[src/rtl/serial_adder.sv]
// Bit-serial adder: accepts a/b on start, adds one bit per clock LSB-first,
// then publishes sum/cout together with a one-cycle done pulse.
module serial_adder #(
  parameter int WIDTH = 8
) (
  input  logic             clk,
  input  logic             rst_n,
  input  logic             start,
  input  logic [WIDTH-1:0] a,
  input  logic [WIDTH-1:0] b,
  output logic             busy,
  output logic             done,
  output logic [WIDTH-1:0] sum,
  output logic             cout
);

  localparam int CW = (WIDTH > 2) ? $clog2(WIDTH) : 1;
  localparam logic [CW-1:0] LAST_BIT = CW'(WIDTH - 1);

  typedef enum logic [1:0] {
    IDLE = 2'd0,
    RUN  = 2'd1,
    DONE = 2'd2
  } state_t;

  state_t           state_q, state_d;
  logic [WIDTH-1:0] a_q, a_d;
  logic [WIDTH-1:0] b_q, b_d;
  logic [WIDTH-1:0] res_q, res_d;
  logic [WIDTH-1:0] sum_q, sum_d;
  logic             carry_q, carry_d;
  logic             cout_q, cout_d;
  logic [CW-1:0]    cnt_q, cnt_d;

  logic             bit_s;
  logic             carry_next;
  logic [WIDTH-1:0] res_shifted;

  assign bit_s       = a_q[0] ^ b_q[0] ^ carry_q;
  assign carry_next  = (a_q[0] & b_q[0]) | (carry_q & (a_q[0] ^ b_q[0]));
  assign res_shifted = {bit_s, res_q[WIDTH-1:1]};

  always_comb begin
    state_d = state_q;
    a_d     = a_q;
    b_d     = b_q;
    res_d   = res_q;
    sum_d   = sum_q;
    carry_d = carry_q;
    cout_d  = cout_q;
    cnt_d   = cnt_q;
    case (state_q)
      IDLE: begin
        if (start) begin
          a_d     = a;
          b_d     = b;
          res_d   = '0;
          carry_d = 1'b0;
          cnt_d   = '0;
          state_d = RUN;
        end
      end
      RUN: begin
        a_d     = a_q >> 1;
        b_d     = b_q >> 1;
        res_d   = res_shifted;
        carry_d = carry_next;
        cnt_d   = cnt_q + 1'b1;
        // Final bit: publish the whole result at once so no partial sum leaks out.
        if (cnt_q == LAST_BIT) begin
          cnt_d   = '0;
          sum_d   = res_shifted;
          cout_d  = carry_next;
          state_d = DONE;
        end
      end
      DONE:    state_d = IDLE;
      default: state_d = IDLE;
    endcase
  end

  always_ff @(posedge clk or negedge rst_n) begin
    if (!rst_n) begin
      state_q <= IDLE;
      a_q     <= '0;
      b_q     <= '0;
      res_q   <= '0;
      sum_q   <= '0;
      carry_q <= 1'b0;
      cout_q  <= 1'b0;
      cnt_q   <= '0;
    end else begin
      state_q <= state_d;
      a_q     <= a_d;
      b_q     <= b_d;
      res_q   <= res_d;
      sum_q   <= sum_d;
      carry_q <= carry_d;
      cout_q  <= cout_d;
      cnt_q   <= cnt_d;
    end
  end

  assign busy = (state_q == RUN);
  assign done = (state_q == DONE);
  assign sum  = sum_q;
  assign cout = cout_q;

endmodule

[config.mk]
export PLATFORM = sky130hd
export DESIGN_NAME = serial_adder
export DESIGN_NICKNAME = d
export VERILOG_FILES = /design/src/rtl/serial_adder.sv
export SDC_FILE = /design/constraint.sdc
export NUM_CORES = 1
export LEC_CHECK = 0
export CAP_MARGIN = 20
export CORE_MARGIN = 3
export CORE_UTILIZATION = 35
export CTS_BUF_LIST = sky130_fd_sc_hd__clkbuf_16
export CTS_CLUSTER_DIAMETER = 30
export DETAILED_ROUTE_END_ITERATION = 8
export PLACE_DENSITY = 0.56
export SLEW_MARGIN = 20
export SYNTH_ARGS = -nofsm -noshare
export SYNTH_HDL_FRONTEND = slang
export SYNTH_SLANG_ARGS = --single-unit
[constraint.sdc]
create_clock -name clk -period 1.5 [get_ports clk]
set_input_delay 0.225 -clock clk [delete_from_list [all_inputs] [get_ports clk]]
set_output_delay 0.225 -clock clk [all_outputs]
set_load 0.1 [all_outputs]
==> run metrics, run 1 <==
core area 4440 um2; hold buffers post-CTS 0; critical path fanouts, max 12; Routability Congestion 0.841; R2R setup slack 90 ps; estimated wirelength of the detail-placed design 2340 um; clock group share of total power 16.9%; cells after synthesis 133; max cap viols 0; clock buffer depth 2; crit path DAT 1210 ps; critical path data required time 1270 ps; syn avg cell area 12.4 um2; crit path launch state_q[1]$_DFFE_PN0P_; synth warn 0; top cells by area, synth dfrtp_1 (58%), o22ai_1 (11%), mux2_4 (8.2%), a22o_1 (5.3%), a21oi_1 (4.6%); top_reg_cell synth dfrtp_1; Synth Net Count 155; Root Buffer clkbuf_16; CTS sink count 38; GRT Total Usage 13.7%; clock buffer count from CTS 5; Hold WC Path Type in2async; Worst Clk Skew 4.19 ps; die area 5560 um2; Pleak 1.01 nW; Worst-Margin Slew 811 ps; fmax 699 MHz; crit path launch type flip-flop; Worst-Skew Late Latency 270 ps; critical path class reg2out; Placed Instances 212; WL/cell 15.4 um; Post-synth top cells dfrtp_1 (38), o22ai_1 (28), a21oi_1 (15); Tcrit/Tclk final 95.4%; cell taking the most area after synthesis dfrtp_1; CP Cell Sequence nand2b_1, inv_6, buf_12; peak supply drop 0.918 mV; Comb power frac 49.8%; most common cell in the netlist dfrtp_1; status finished, final reports clean; number of buffer and inverter stages on the critical path 2; die span in y 74.6 um; delay of the slowest critical-path stage 370 ps; final setup fails 0; Worst-path clk slew 50 ps; ANT nets after route 0; Util after Layout 51.4%; P_sw 2.38 mW; fin nets 189; crit end category output port; Residual DRC 0; Placement Rows 24; vias per cell 5.42; initial antenna violation count 0; PwrDens 2480 nW/um2; post-synth cell types 22; Area Growth Syn to Fin 38.8%; final-report hold violation count 0; EDFF count, synth 0; RSZ-0062 raised after global routing no; share of layout cells above drive strength 1 22.6%; H-Tree Depth 2; Final Slew Violations 0; slowest library cell on the worst path dfrtp_1; Antenna Cells 0; top cell type's share of synthesized area 57.8%; Die Width 74.6 um; Crit path max-delay family flip-flops; Post-CTS Setup Bufs 0; ys async rst share 100%; synthesized flop and latch total 38; Final min period 1430 ps; Ports 30; Initial Utilization 37.0%; Post-Syn Area 1650 um2; fin cells 220; sw frac 42.1%; Seq pwr share 33.3%; slew margin rel. 45.8%; WL final 3380 um; largest net degree at the start of global routing 39; Int Pwr 3.28 mW; GRT Residual Overflow 0; final hold slack 339 ps; RR Startpoint cnt_q[0]$_DFFE_PN0P_; 1st-pass router iterations 4; CTS tree built; Vias 1192; Port Buf Inserts 29; first-pass GRT wire length 5840 um; vias in the first global route 1264; register area share after synthesis 57.8%; number of DRC markers in iteration 0 64
==> area by class of cell <==
cell class                      count  area, um2
Clock inverter                      3       12.5
Timing Repair Buffer               36        478
Fill cell                         390       2160
Clock buffer                        5        125
Tap cell                           52       65.1
Inverter                            4       20.0
Multi-Input combinational cell     82        633
Sequential cell                    38        951
==> placed cells by master (no fill, tap or decap) <==
cell type | netlist | layout
a22o_1 | 10 | 10
nand2b_2 | 0 | 1
o31ai_1 | 1 | 1
nand2_8 | 1 | 1
a21oi_1 | 15 | 15
buf_12 | 0 | 13
buf_4 | 1 | 5
o22ai_1 | 28 | 28
ha_2 | 0 | 1
ha_1 | 2 | 1
inv_6 | 1 | 1
clkinv_2 | 0 | 1
o21bai_1 | 1 | 1
dfrtp_1 | 38 | 38
nor2b_1 | 2 | 2
clkinv_1 | 0 | 1
clkdlybuf4s50_1 | 0 | 18
mux2_4 | 9 | 9
inv_1 | 3 | 4
nor2_1 | 3 | 2
nand2_1 | 3 | 3
o21ai_0 | 4 | 4
fa_1 | 1 | 1
nand2b_1 | 2 | 1
nor2_4 | 0 | 1
clkbuf_16 | 0 | 5
==> sequential cells by signal, indices dropped and copies added, names as in the netlist <==
register	cells
a_q	8
b_q	8
sum	8
res_q	7
cnt_q	3
state_q	2
carry_q	1
cout	1
==> path summary, 6_finish.rpt <==
| check | end | depth (start not counted) |
|---|---|---|
| worst max register to register | sum[5]$_DFFE_PN0P_ | 4 |
| worst min-delay path | sum[1]$_DFFE_PN0P_ | 2 |
| worst min register to register | cnt_q[0]$_DFFE_PN0P_ | 1 |
| worst max-delay path | busy | 3 |
| max in group asynchronous | carry_q$_DFFE_PN0P_ | 2 |
| min in group clk | b_q[7]$_DFFE_PN0P_ | 3 |
==> power groups by stage <==
stage | sequential, mW | combinational [mW] | clock, mW
2_1_floorplan | 2.57 | 1.25 | 0
3_3_place_gp | 1.88 | 2.77 | 0
3_5_place_dp | 1.90 | 2.84 | 0
4_1_cts | 1.89 | 2.84 | 0.983
5_1_grt | 1.96 | 3.00 | 1.03
6_report | 1.89 | 2.82 | 0.955
==> logic make-up after synthesis <==
kind of cell / synth area share (%)
AOI/OAI and AO/OA: 22.6
DFF: 57.8
and+or+nand+nor: 4.10
muxes: 8.21
buffers and inverters: 4.56
adders and majority gates: 2.74
==> repair_timing <==
action / 4_1_cts / 5_1_grt
hold endpoints to repair: 0 / 0
resized for setup: 0 / 2
endpoints found under the setup margin: 0 / 13
==> layer usage <==
metal | GRT usage, % | routed length, um | vias to the layer above
li1 | - | - | 568
met1 | 16.7 | 1580 | 587
met2 | 22.4 | 1630 | 33
met3 | 4.86 | 143 | 4
met4 | 5.14 | 36 | 0
met5 | 0 | 0 | -
==> stage by stage <==
stage / power, mW / TNS, ps / instance area, um2 / setup slack [ps]
after detailed placement: 4.74 / -3450 / 2140 / -230
after global routing: 5.99 / 0 / 2280 / 2.45
after global placement: 4.65 / -1920 / 2140 / -108
after CTS: 5.71 / 0 / 2280 / 9.26
after floorplan: 3.82 / 0 / 1650 / 56.9
final: 5.66 / 0 / 2280 / 68.7
==> worst reg2reg max path, stage by stage, from the launching register on <==
cell and delay [ps]:
dfrtp_1 400, ha_1 220, ha_2 230, nand2_8 130
mux2_4 310
No activity file was read; power rests on OpenSTA's default activity.
==> run 2: changes to the inputs <==
==> constraint.sdc (replaced) <==
create_clock -name clk -period 1.8 [get_ports clk]
set_input_delay 0.27 -clock clk [delete_from_list [all_inputs] [get_ports clk]]
set_output_delay 0.27 -clock clk [all_outputs]
set_load 0.1 [all_outputs]
==> run metrics, run 2 (synthesis results as in run 1) <==
status finished, final reports clean; Critical R2R Capture sum[1]$_DFFE_PN0P_; peak supply drop 0.698 mV (-24%); slew margin rel. 50.3% (+4.4 points); GRT Total Usage 14.0% (+0.28 points); Ports 30 (unchanged); Initial Utilization 37.0% (unchanged); R2R depth 4 (unchanged); critical path class reg2out; Root Buffer clkbuf_16; delay of the slowest critical-path stage 450 ps (+80 ps); R2R setup slack 330 ps (+240 ps); share of layout cells above drive strength 1 20.7% (-1.9 points); setup_tns 0 ps (unchanged); sw frac 43.1% (+0.97 points); PostCTS Resize Cnt 0 (unchanged); Comb power frac 45.0% (-4.8 points); Tcrit/Tclk final 92.7%; Post-CTS Setup Bufs 0 (unchanged); Pleak 0.957 nW (-5.0%); Worst-Skew Late Latency 280 ps (about the same); number of DRC markers in iteration 0 52 (-19%); commonest non-fill, non-tap cell in the layout dfrtp_1; largest net degree at the start of global routing 39 (unchanged); Worst-Margin Slew 744 ps (-66.5 ps); Port Buf Inserts 29 (unchanged); Antenna Cells 0 (unchanged); critical path fanouts, max 15 (+3); estimated wirelength of the detail-placed design 2300 um (-1.4%); Final Slew Violations 0 (unchanged); hold buffers post-CTS 0 (unchanged); Design Power 4.66 mW (-18%); Placement Rows 24 (unchanged); Routability Congestion 0.753 (-10%); initial antenna violation count 0 (unchanged); 1st-pass router iterations 4 (unchanged); Die Width 74.6 um (unchanged); Vias 1190 (-0.17%); P_sw 2.01 mW (-16%); crit path launch type flip-flop; RR Startpoint cnt_q[0]$_DFFE_PN0P_; critical path data required time 1530 ps (+260 ps); clock buffer depth 2 (unchanged); CTS tree built; crit path DAT 1400 ps (+190 ps); die span in y 74.6 um (unchanged); PwrDens 2160 nW/um2 (-13%); Setup WS pre-CTS 140 ps (+370 ps); most frequent cells in the layout dfrtp_1 (38), o22ai_1 (28), clkdlybuf4s50_1 (18); RSZ-0062 raised after global routing no; crit end category output port; GRT Residual Overflow 0 (unchanged); fin nets 185 (-2.1%); WL final 3550 um (+4.9%); CP Cell Sequence inv_1, nor2_2, buf_12; die area 5560 um2 (unchanged); clock group share of total power 21.6% (+4.7 points); Seq pwr share 33.4% (about the same); Hold WC Path Type in2async; WL/cell 16.4 um (+6.8%); Int Pwr 2.65 mW (-19%); ANT nets after route 0 (unchanged); slowest library cell on the worst path dfrtp_1; clock buffer count from CTS 5 (unchanged); max cap viols 0 (unchanged); Worst Clk Skew 5.38 ps (+1.19 ps); Final min period 1670 ps; first-pass GRT wire length 5910 um (+1.2%); CTS sink count 38 (unchanged); fmax 600 MHz; Residual DRC 0 (unchanged); min setup slack post-route 132 ps (+63.4 ps); final setup fails 0 (unchanged); Worst-path clk slew 60 ps (about the same); H-Tree Depth 2 (unchanged); final-report hold violation count 0 (unchanged); Area Growth Syn to Fin 30.7%; core area 4440 um2 (unchanged); vias per cell 5.51 (+1.7%); # fillers 409 (+4.9%); vias in the first global route 1197 (-5.3%)
-- run 2: final cells by class --
class / instances / area, um2 / area share (%)
tap: 52 / 65.1 / 3.02
timing repair buffer: 32 / 323 / 15.0
inverter: 4 / 20.0 / 0.930
multi-input combinational: 82 / 623 / 29.0
sequential: 38 / 951 / 44.2
clock buffer: 5 / 125 / 5.81
clock inverter: 3 / 45.0 / 2.09
-- run 2: worst max path at each step --
stage	start	endpoint	slack [ps]	cells past startpoint
after CTS	state_q[1]$_DFFE_PN0P_	done	120	3
final	state_q[1]$_DFFE_PN0P_	done	130	3
after global placement	start	cnt_q[0]$_DFFE_PN0P_	160	4
after floorplan	state_q[1]$_DFFE_PN0P_	done	20	3
after detailed placement	start	cnt_q[0]$_DFFE_PN0P_	140	4
after global routing	state_q[1]$_DFFE_PN0P_	done	20	3
-- run 2: power groups by stage --
| stage | logic [mW] | registers [mW] | clock network [mW] |
|---|---|---|---|
| 2_1_floorplan | 1.04 | 2.14 | 0 |
| 3_3_place_gp | 2.06 | 1.55 | 0 |
| 3_5_place_dp | 2.11 | 1.57 | 0 |
| 4_1_cts | 2.11 | 1.56 | 1.02 |
| 5_1_grt | 2.23 | 1.61 | 1.06 |
| 6_report | 2.09 | 1.55 | 1.01 |
-- run 2: through the flow --
| stage | hold WS, ps | cell area [um2] | utilization, % | cells |
|---|---|---|---|---|
| after floorplan | -25.6 | 1650 | - | 133 |
| after detailed placement | 494 | 1980 | 44.6 | 208 |
| after CTS | 439 | 2150 | 48.4 | 216 |
| after global routing | 461 | 2150 | 48.4 | 216 |
| after global placement | 479 | 1980 | 44.6 | 208 |
| final | 420 | 2150 | 48.4 | 216 |
-- run 2: worst max-delay path, delay by kind of cell (launching register included) --
kind          cells  cell delay, ps
flops             1             450
buf+inv           2             460
simple gates      1             210
-- run 2: per-layer routing --
metal  wire, um  GRT usage (%)  up-vias  part of all wire (%)
li1           -              -      567                     -
met4         40           4.74        0                   1.1
met1       1660           19.0      581                    47
met2       1680           21.3       37                    47
met3        163           4.46        5                   4.6
met5          0              0        -                     0
==> run 3: changes to the inputs <==
--- a/config.mk
+++ b/config.mk
@@ -9,7 +9,7 @@
 export CORE_MARGIN = 3
 export CORE_UTILIZATION = 35
 export CTS_BUF_LIST = sky130_fd_sc_hd__clkbuf_16
-export CTS_CLUSTER_DIAMETER = 30
+export CTS_CLUSTER_DIAMETER = 80
 export DETAILED_ROUTE_END_ITERATION = 8
 export PLACE_DENSITY = 0.56
 export SLEW_MARGIN = 20
==> results of run 3 <==
No change in the layout: final DEF, timing and power equal those of run 2.
